--- src/rtl/fifo_wr_ctrl.sv ---
// Write-side controller of the async FIFO: write strobe, binary/Gray write pointer, full, level and sticky overflow.
// Optional almost-full output is built only when FIFO_ALMOST_FULL_EN is defined.
module fifo_wr_ctrl #(
   parameter int ADDR_WIDTH = 3,
   parameter int AF_THRESH  = 6
) (
   input  logic                  clk,
   input  logic                  rst,
   input  logic                  w_inc,
   input  logic [ADDR_WIDTH:0]   wq2_rptr,
   input  logic                  ovf_clr,
   output logic                  w_en,
   output logic [ADDR_WIDTH-1:0] w_addr,
   output logic [ADDR_WIDTH:0]   w_gray_ptr,
   output logic                  w_full,
   output logic [ADDR_WIDTH:0]   w_level,
   output logic                  w_ovf
`ifdef FIFO_ALMOST_FULL_EN
   ,
   output logic                  w_almost_full
`endif
);

   localparam int PW = ADDR_WIDTH + 1;

   typedef enum logic {
      ST_OK  = 1'b0,
      ST_OVF = 1'b1
   } ovf_state_t;

   // The full test below inverts the two top Gray bits, so at least two are needed.
   if (ADDR_WIDTH < 2) begin : g_addr_width_check
      $error("fifo_wr_ctrl: ADDR_WIDTH must be at least 2");
   end
   if (AF_THRESH < 0 || AF_THRESH > (1 << ADDR_WIDTH)) begin : g_af_thresh_check
      $error("fifo_wr_ctrl: AF_THRESH must lie within 0..2**ADDR_WIDTH");
   end

   function automatic logic [ADDR_WIDTH:0] bin2gray(input logic [ADDR_WIDTH:0] b);
      return b ^ (b >> 1);
   endfunction

   function automatic logic [ADDR_WIDTH:0] gray2bin(input logic [ADDR_WIDTH:0] g);
      logic [ADDR_WIDTH:0] b;
      b[ADDR_WIDTH] = g[ADDR_WIDTH];
      for (int i = ADDR_WIDTH - 1; i >= 0; i--) begin
         b[i] = b[i+1] ^ g[i];
      end
      return b;
   endfunction

   logic [ADDR_WIDTH:0] bin_p1;
   logic [ADDR_WIDTH:0] next_bin_p0;
   logic [ADDR_WIDTH:0] next_gray_p0;
   logic [ADDR_WIDTH:0] next_level_p0;
   logic [ADDR_WIDTH:0] full_gray_p0;
   logic                next_full_p0;
   ovf_state_t          ovf_state;
   ovf_state_t          ovf_state_nxt;

   // Stage p0: combinational write decision and next-pointer arithmetic
   assign w_en          = w_inc & ~w_full;
   assign w_addr        = bin_p1[ADDR_WIDTH-1:0];
   assign next_bin_p0   = bin_p1 + PW'(w_en);
   assign next_gray_p0  = bin2gray(next_bin_p0);
   // Full means the write pointer is exactly one lap ahead of the synced read pointer.
   assign full_gray_p0  = {~wq2_rptr[ADDR_WIDTH:ADDR_WIDTH-1], wq2_rptr[ADDR_WIDTH-2:0]};
   assign next_full_p0  = (next_gray_p0 == full_gray_p0);
   assign next_level_p0 = next_bin_p0 - gray2bin(wq2_rptr);

   // Stage p1: registered pointer and status flags
   always_ff @(posedge clk or negedge rst) begin
      if (!rst) begin
         bin_p1     <= '0;
         w_gray_ptr <= '0;
         w_full     <= 1'b0;
         w_level    <= '0;
      end else begin
         bin_p1     <= next_bin_p0;
         w_gray_ptr <= next_gray_p0;
         w_full     <= next_full_p0;
         w_level    <= next_level_p0;
      end
   end

`ifdef FIFO_ALMOST_FULL_EN
   always_ff @(posedge clk or negedge rst) begin
      if (!rst) begin
         w_almost_full <= 1'b0;
      end else begin
         w_almost_full <= (next_level_p0 >= PW'(AF_THRESH));
      end
   end
`endif

   always_ff @(posedge clk or negedge rst) begin
      if (!rst) begin
         ovf_state <= ST_OK;
      end else begin
         ovf_state <= ovf_state_nxt;
      end
   end

   // A fresh overflow in the same cycle as ovf_clr keeps the flag set.
   always_comb begin
      ovf_state_nxt = ovf_state;
      case (ovf_state)
         ST_OK:   if (w_inc && w_full) ovf_state_nxt = ST_OVF;
         ST_OVF:  if (ovf_clr && !(w_inc && w_full)) ovf_state_nxt = ST_OK;
         default: ovf_state_nxt = ST_OK;
      endcase
   end

   assign w_ovf = (ovf_state == ST_OVF);

endmodule

--- config.mk ---
export PLATFORM = sky130hd
export DESIGN_NAME = fifo_wr_ctrl
export DESIGN_NICKNAME = d
export VERILOG_FILES = /design/src/rtl/fifo_wr_ctrl.sv
export SDC_FILE = /design/constraint.sdc
export NUM_CORES = 1
export LEC_CHECK = 0
export ABC_AREA = 0
export CORE_MARGIN = 2
export CORE_UTILIZATION = 40
export DETAILED_ROUTE_END_ITERATION = 10
export DONT_BUFFER_PORTS = 1
export PLACE_DENSITY = 0.65
export REMOVE_ABC_BUFFERS = 1
export SETUP_SLACK_MARGIN = 0.15
export SLEW_MARGIN = 40
export SYNTH_ARGS = -nofsm -noshare
export SYNTH_HDL_FRONTEND = slang
export SYNTH_SLANG_ARGS = --single-unit
--- constraint.sdc ---
create_clock -name clk -period 2.4 [get_ports clk]
set_input_delay 0.6 -clock clk [delete_from_list [all_inputs] [get_ports clk]]
set_output_delay 0.6 -clock clk [all_outputs]
set_load 0.005 [all_outputs]
Word-level counts from Yosys, hierarchy flattened
Cells that the tools add are included.
{ "op_classes": {"addsub": 2, "n_eq_ne": 1, "n_reduce_logical": 3, "shifts": 0, "magnitude_cmp": 0, "n_div": 0, "n_mux": 3, "multipliers": 0, "bitwise": 8} }
{ "op_table": {"columns": ["operator", "count"], "rows": [
  ["4-bit by 1-bit adder with 4-bit output", 1],
  ["4-bit equality test", 1],
  ["4-bit subtractor", 1],
  ["4-bit by 3-bit bitwise XOR with 4-bit output", 1],
  ["1-bit bitwise XOR", 3],
  ["1-bit logical AND", 2],
  ["1-bit two-way mux", 2],
  ["1-bit NOT", 2],
  ["2-bit NOT", 1],
  ["1-bit case mux with 2 select lines", 1],
  ["1-bit AND", 1],
  ["1-bit zero test", 1]
]} }
{ "word_totals": {"latch_bits": 0, "elab_cells": 22, "romBits": 0, "n_memories": 0, "inputBits": 8, "ramBits": 0, "register_bits": 14} }

Depth between registers and ports, before layout
Gate-level depths: netlist (run 1).
{ "logic_depth": {"word_depth": 5, "depth_mapped": 8, "depth_no_buf": 8} }

Worst setup path after synthesis (run 1)
OpenSTA, ideal clock, no wires.
{ "synth_timing": {"kind": "in2reg", "from": "input port w_inc", "to": "register w_level[3]", "arrival_time_ps": 2082, "cell_stages": 7, "slack_ps": 190, "setup_time_ps": 128, "cell_sequence": "nor2b_1 > ha_1 > ha_1 > ha_1 > a21oi_1 > maj3_2 > xnor2_1"} }
{ "synth_between": {"elab_chain_len": 3} }
{ "synth_lines": {"columns": ["element", "line_no", "rtl"], "rows": [
  ["from (decl)", "9", "input logic w_inc,"],
  ["1-bit AND", "62", "assign w_en = w_inc & ~w_full;"],
  ["4-bit by 1-bit adder with 4-bit output", "64", "assign next_bin_p0 = bin_p1 + PW'(w_en);"],
  ["via next_bin_p0[1]", "53", "logic [ADDR_WIDTH:0] next_bin_p0;"],
  ["4-bit subtractor", "69", "assign next_level_p0 = next_bin_p0 - gray2bin(wq2_rptr);"],
  ["via next_level_p0[3]", "55", "logic [ADDR_WIDTH:0] next_level_p0;"],
  ["to (signal assigned)", "82", "w_level <= next_level_p0;"],
  ["to (decl)", "16", "output logic [ADDR_WIDTH:0] w_level,"]
]} }
The timed path passes the listed nets, and every way through them passes these cells.

Final worst setup path (run 1)
{ "layout_timing": {"from": "register w_full", "to": "register w_level[3]"} }
{ "layout_between": {"elab_chain_len": 4} }
{ "layout_lines": {"columns": ["element", "line_no", "rtl"], "rows": [
  ["from (decl)", "15", "output logic w_full,"],
  ["from (signal assigned)", "81", "w_full <= next_full_p0;"],
  ["1-bit NOT", "62", null],
  ["1-bit AND", "62", null],
  ["via w_en", "12", "output logic w_en,"],
  ["4-bit by 1-bit adder with 4-bit output", "64", null],
  ["via next_bin_p0[2]", "53", null],
  ["4-bit subtractor", "69", null],
  ["via next_level_p0[3]", "55", null]
]} }
The timed path passes the listed nets, and every way through them passes these cells.

==> results.py, run 1 <==
metrics = {
    "worst_setup_path": {
        "path_buf_inv": 2,
        "cp_top_family": "adder cells",
        "worstPathRequired_ps": 2550,
        "cp-end-kind": "flip-flop",
        "crit_arrival_ps": 2240,
        "path_cells": "nor2b_1, ha_2, ha_1, xor2_2, buf_4, inv_1, maj3_2, xnor2_1",
        "max_stage_delay_ps": 400,
        "critPathKind": "flip-flop to flip-flop",
        "start_kind": "flip-flop",
        "cp_slowest_cell": "dfrtp_1",
        "crit_path_max_fanout": 4,
    },
    "timing": {
        "drv_slew": 0,
        "fin_skew_ps": 5.85,
        "max_freq_mhz": 480,
        "final-hold-violation-count": 0,
        "finalSetupViolCount": 0,
        "rsz0062_at_grt": "false",
        "tns_ps": 0,
        "whs_ps": 448,
        "post-route-min-period_ps": 2080,
        "worst_slew_pin_slew_ps": 574,
        "fin_crit_sh_pct": 86.7,
        "slew_headroom_pct": 61.6,
    },
    "clocking": {
        "cts.sinks": 13,
        "clkLatencyLatePin_ps": 270,
        "cts_tree": "done",
        "root_buffer": "clkbuf_4",
        "htree_levels": 1,
        "cts_buffer_depth": 2,
        "cts.clk_slew.worst_paths_ps": 80,
        "tritoncts.num_buffers": 3,
    },
    "global_route": {
        "grt_max_degree": 14,
        "grt_pass1_wl_um": 1580,
        "track_usage_pct": 12.2,
        "grt_pass1_vias": 363,
        "grt-ovfl-total": 0,
        "antenna_found_initial": 0,
    },
    "layout": {
        "layout.nets": 71,
        "final_cells": 73,
        "drive_above_1_share_pct": 17.5,
        "syn2layout_area_growth_pct": 14.3,
        "antennaDiodeCount": 0,
        "regArea_um2": 325,
        "fillers": 148,
        "final_cell_mix": "dfrtp_1 (13), xnor2_1 (8), xor2_1 (7), inv_1 (5)",
        "layout_commonest_cell": "dfrtp_1",
        "multi_input_area_um2": 287,
    },
    "drt": {
        "routed-via-count": 360,
        "drtIter0Drc": 0,
        "routedWlPerCell_um": 13.9,
        "detail_route.drc_violations": 0,
        "antenna_left": 0,
        "drt_wl_total_um": 1010,
        "first_pass_iters": 1,
        "vias_per_cell": 4.93,
    },
    "power": {
        "ir_drop_mv": 0.620,
        "power.density_nw_per_um2": 1550,
        "power.leakage_nw": 0.320,
    },
    "place": {
        "place_inst": 66,
        "place.detailed.hpwl_um": 786,
        "io_buffers": 0,
        "gp_congestion": 0.707,
    },
    "die": {
        "initial_core_util_pct": 42.2,
        "die_h_um": 43.4,
        "core_um2": 1470,
        "rows": 14,
        "die_w_um": 43.4,
        "io_pins": 22,
        "die-area_um2": 1880,
    },
    "yosys": {
        "ys_top_cells_by_area": "dfrtp_1 (52%), xnor2_1 (11%), xor2_1 (11%)",
        "ys_seq_elements": 13,
        "synth_top_area_cell": "dfrtp_1",
        "synthCells": 49,
        "syn_area_um2": 621,
        "synth.top_cell.area_share_pct": 52.4,
        "synth.avg_cell_area_um2": 12.7,
        "yosysSeqAreaShare_pct": 52.4,
        "ys_types": 14,
        "ys_warn_count": 0,
    },
    "worst_hold_path": {
        "hold_path_class": "input pin to flip-flop",
    },
    "status": {
        "status": "finished clean",
    },
    "run": {
        "max-cap-violations": 0,
    },
}
## cells by family after synthesis
logic type,Yosys count,synth area share (%)
AOI/OAI and AO/OA,2,1.61
adders and majority gates,6,13.1
buffers and inverters,5,3.02
and+or+nand+nor,6,4.64
xor gates and xnor gates,17,25.2
DFF,13,52.4
## cells in the mapped netlist (all sizes together)
cell type,count
maj3,1
ha,4
o21ai,1
fa,1
nand2,3
xnor2,8
nor4,1
xor2,9
inv,5
nand3,1
dfrtp,13
nor2b,1
a21oi,1
## area by class of cell
cell class	count	area share, %
tap	16	2.82
multi-input combinational	31	40.4
inverter	5	2.65
timing repair buffer	4	4.59
clock buffer	4	3.70
sequential	13	45.9
## state kept, by name, summed over array words and instances, names as in the netlist
register    count
w_ovf           1
w_gray_ptr      3
bin_p1          4
w_full          1
w_level         4
## worst reg2reg max path, stage by stage (launching register included)
cell	delay [ps]
dfrtp_1	400
nor2b_1	210
ha_2	250
ha_1	230
xor2_2	270
buf_4	160
inv_1	30
maj3_2	300
xnor2_1	120
## power breakdown
part / internal, mW / leakage, nW / switching [mW]
clock network: 0.0643 / 0.0150 / 0.0654
registers: 0.333 / 0.156 / 0.0779
logic: 0.277 / 0.148 / 0.281
total: 0.674 / 0.320 / 0.425
## path summary, 6_finish.rpt
kind	start	endpoint	slack [ps]	cells past startpoint
max reg2reg	w_full	w_level[3]	320	8
min	ovf_clr	w_ovf	450	1
max	w_full	w_level[3]	320	8
min in group asynchronous	rst	w_level[3]	760	1
min reg2reg	w_full	w_ovf	540	2
max in group asynchronous	rst	w_level[2]	1260	1
## metrics by stage
step	util, %	setup WS [ps]	area, um2	power, mW
finish	48.2	319	709	1.10
global route	48.2	162	709	1.20
CTS	45.8	270	674	1.06
detailed placement	44.0	95.6	648	0.919
global placement	44.0	128	648	0.909
floorplan	-	190	621	0.807
## layer usage
metal  up-vias  GRT usage [%]  part of all wire (%)
li1        169              -                     -
met1       175           13.3                    38
met2        14           19.4                    54
met3         2           4.17                   6.9
met4         0           9.09                  0.99
met5         -              0                     0
## timing repair
item,4_1_cts,5_1_grt
setup endpoints to repair,0,1
buffers inserted,0,2
resized for setup,0,2
hold endpoints to repair,0,13
hold buffers,0,1
Power figures use the tool's default switching activity.
==> run 2: changes to the inputs <==
--- a/config.mk
+++ b/config.mk
@@ -10,7 +10,8 @@
 export CORE_UTILIZATION = 40
 export DETAILED_ROUTE_END_ITERATION = 10
 export DONT_BUFFER_PORTS = 1
-export PLACE_DENSITY = 0.65
+export GPL_ROUTABILITY_DRIVEN = 0
+export PLACE_DENSITY = 0.59
 export REMOVE_ABC_BUFFERS = 1
 export SETUP_SLACK_MARGIN = 0.15
 export SLEW_MARGIN = 40
==> run 2 against run 1 <==
Effect of this change: via count down 1.9%; count of clock-buffer cells in the layout unchanged; register-to-register slack better by 40 ps.
==> results.py, run 2 (synthesis gave the netlist of run 1 again) <==
metrics = {
    "clocking": {
        "cts.sinks": 13,
        "clkLatencyLatePin_ps": 270,
        "root_buffer": "clkbuf_4",
        "htree_levels": 1,
        "cts_buffer_depth": 2,
        "cts_tree": "done",
        "cts_setup_buffers": 0,
        "tritoncts.num_buffers": 3,
        "cts.clk_slew.worst_paths_ps": 80,
    },
    "layout": {
        "final_cell_mix": "dfrtp_1 (13), xnor2_1 (8), xor2_1 (8), inv_1 (5), ha_1 (4)",
        "layout.nets": 71,
        "syn2layout_area_growth_pct": 12.7,
        "antennaDiodeCount": 0,
        "layout_commonest_cell": "dfrtp_1",
        "multi_input_area_um2": 277,
        "fillers": 152,
        "top_regs": "bin_p1: 4 flops, w_level: 4 flops, w_gray_ptr: 3 flops",
        "final_core_util_pct": 47.5,
        "stdcell_area_um2": 699,
        "regArea_um2": 325,
        "final_cells": 73,
        "drive_above_1_share_pct": 14.0,
    },
    "die": {
        "die-area_um2": 1880,
        "initial_core_util_pct": 42.2,
        "io_pins": 22,
        "core_um2": 1470,
        "rows": 14,
        "die_h_um": 43.4,
        "die_w_um": 43.4,
    },
    "drt": {
        "antenna_left": 0,
        "drt_wl_total_um": 987,
        "routed-via-count": 353,
        "vias_per_cell": 4.84,
        "detail_route.drc_violations": 0,
        "first_pass_iters": 1,
        "routedWlPerCell_um": 13.5,
        "drtIter0Drc": 0,
    },
    "worst_setup_path": {
        "critPathKind": "flip-flop to flip-flop",
        "r2r_end": "w_full",
        "crit_arrival_ps": 2200,
        "r2r_cells": 7,
        "worstPathRequired_ps": 2560,
        "cp_slowest_cell": "dfrtp_1",
        "crit_path_max_fanout": 4,
        "max_stage_delay_ps": 410,
        "start_kind": "flip-flop",
        "timing.reg2reg.setup_slack_ps": 360,
        "path_cells": "nor2b_1, ha_1, ha_1, xor2_2, xor2_1, xor2_1, nor4_1",
        "cp-end-kind": "flip-flop",
        "r2r_start": "w_full",
    },
    "place": {
        "io_buffers": 0,
        "dp_slack_ps": 159,
        "place.detailed.hpwl_um": 803,
        "place_inst": 68,
        "dpl_cell_area_um2": 663,
    },
    "timing": {
        "final-hold-violation-count": 0,
        "fin_skew_ps": 6.10,
        "tns_ps": 0,
        "fin_ws_ps": 363,
        "slew_headroom_pct": 61.8,
        "post-route-min-period_ps": 2040,
        "worst_slew_pin_slew_ps": 571,
        "rsz0062_at_grt": "false",
        "fin_crit_sh_pct": 84.9,
        "whs_ps": 434,
        "drv_slew": 0,
        "finalSetupViolCount": 0,
        "max_freq_mhz": 491,
    },
    "power": {
        "p_switching_uw": 408,
        "ir_drop_mv": 0.530,
        "seq_power_share_pct": 39.3,
        "power.total_mw": 1.04,
        "power.leakage_nw": 0.320,
        "p_int_uw": 636,
        "netSwitchingFraction_pct": 39.1,
        "p_comb_share_pct": 48.2,
        "power.density_nw_per_um2": 1490,
        "p_clk_share_pct": 12.6,
    },
    "global_route": {
        "grt_pass1_wl_um": 1730,
        "antenna_found_initial": 0,
        "grt_max_degree": 14,
        "grt_pass1_vias": 399,
        "grt-ovfl-total": 0,
        "track_usage_pct": 12.9,
    },
    "worst_hold_path": {
        "hold_path_class": "input pin to flip-flop",
        "min_from": "ovf_clr",
        "hold-path-endpoint": "w_ovf",
        "hold_path_depth": 1,
    },
    "run": {
        "max-cap-violations": 0,
    },
    "status": {
        "status": "finished clean",
    },
}
## run 2: routing by layer
metal / GRT usage (%) / vias up / part of all wire (%)
met3: 2.92 / 2 / 5.6
met1: 14.7 / 167 / 40
met4: 7.27 / 0 / 1.2
li1: - / 171 / -
met2: 22.4 / 13 / 53
met5: 0 / - / 0
## run 2: power by group through the flow
stage	clock, mW	combinational, mW	sequential, mW
2_1_floorplan	0	0.407	0.400
3_3_place_gp	0	0.505	0.415
3_5_place_dp	0	0.510	0.419
4_1_cts	0.136	0.513	0.415
5_1_grt	0.147	0.579	0.424
6_report	0.131	0.503	0.410
## run 2: what timing repair did
action	4_1_cts	5_1_grt
hold buffers	0	1
endpoints found under the hold margin	0	13
resized for setup	0	0
## run 2: final cells by class
cell class                      instances  area share [%]
Sequential cell                        13            46.5
Timing Repair Buffer                    4            4.65
Inverter                                5            2.68
Multi-Input combinational cell         31            39.5
Clock buffer                            4            3.76
Tap cell                               16            2.86
## run 2: worst max path at each step
stage | from | endpoint
floorplan | w_inc | w_level[3]
global placement | w_inc | w_full
detailed placement | w_inc | w_full
CTS | w_full | w_full
global route | w_full | w_full
finish | w_full | w_full
## run 2: critical path, delay by kind of cell, from the launching register on
kind,cells,cell delay (ps)
fa+ha+maj,2,480
simple gates,2,440
xor+xnor,3,610
flops,1,410
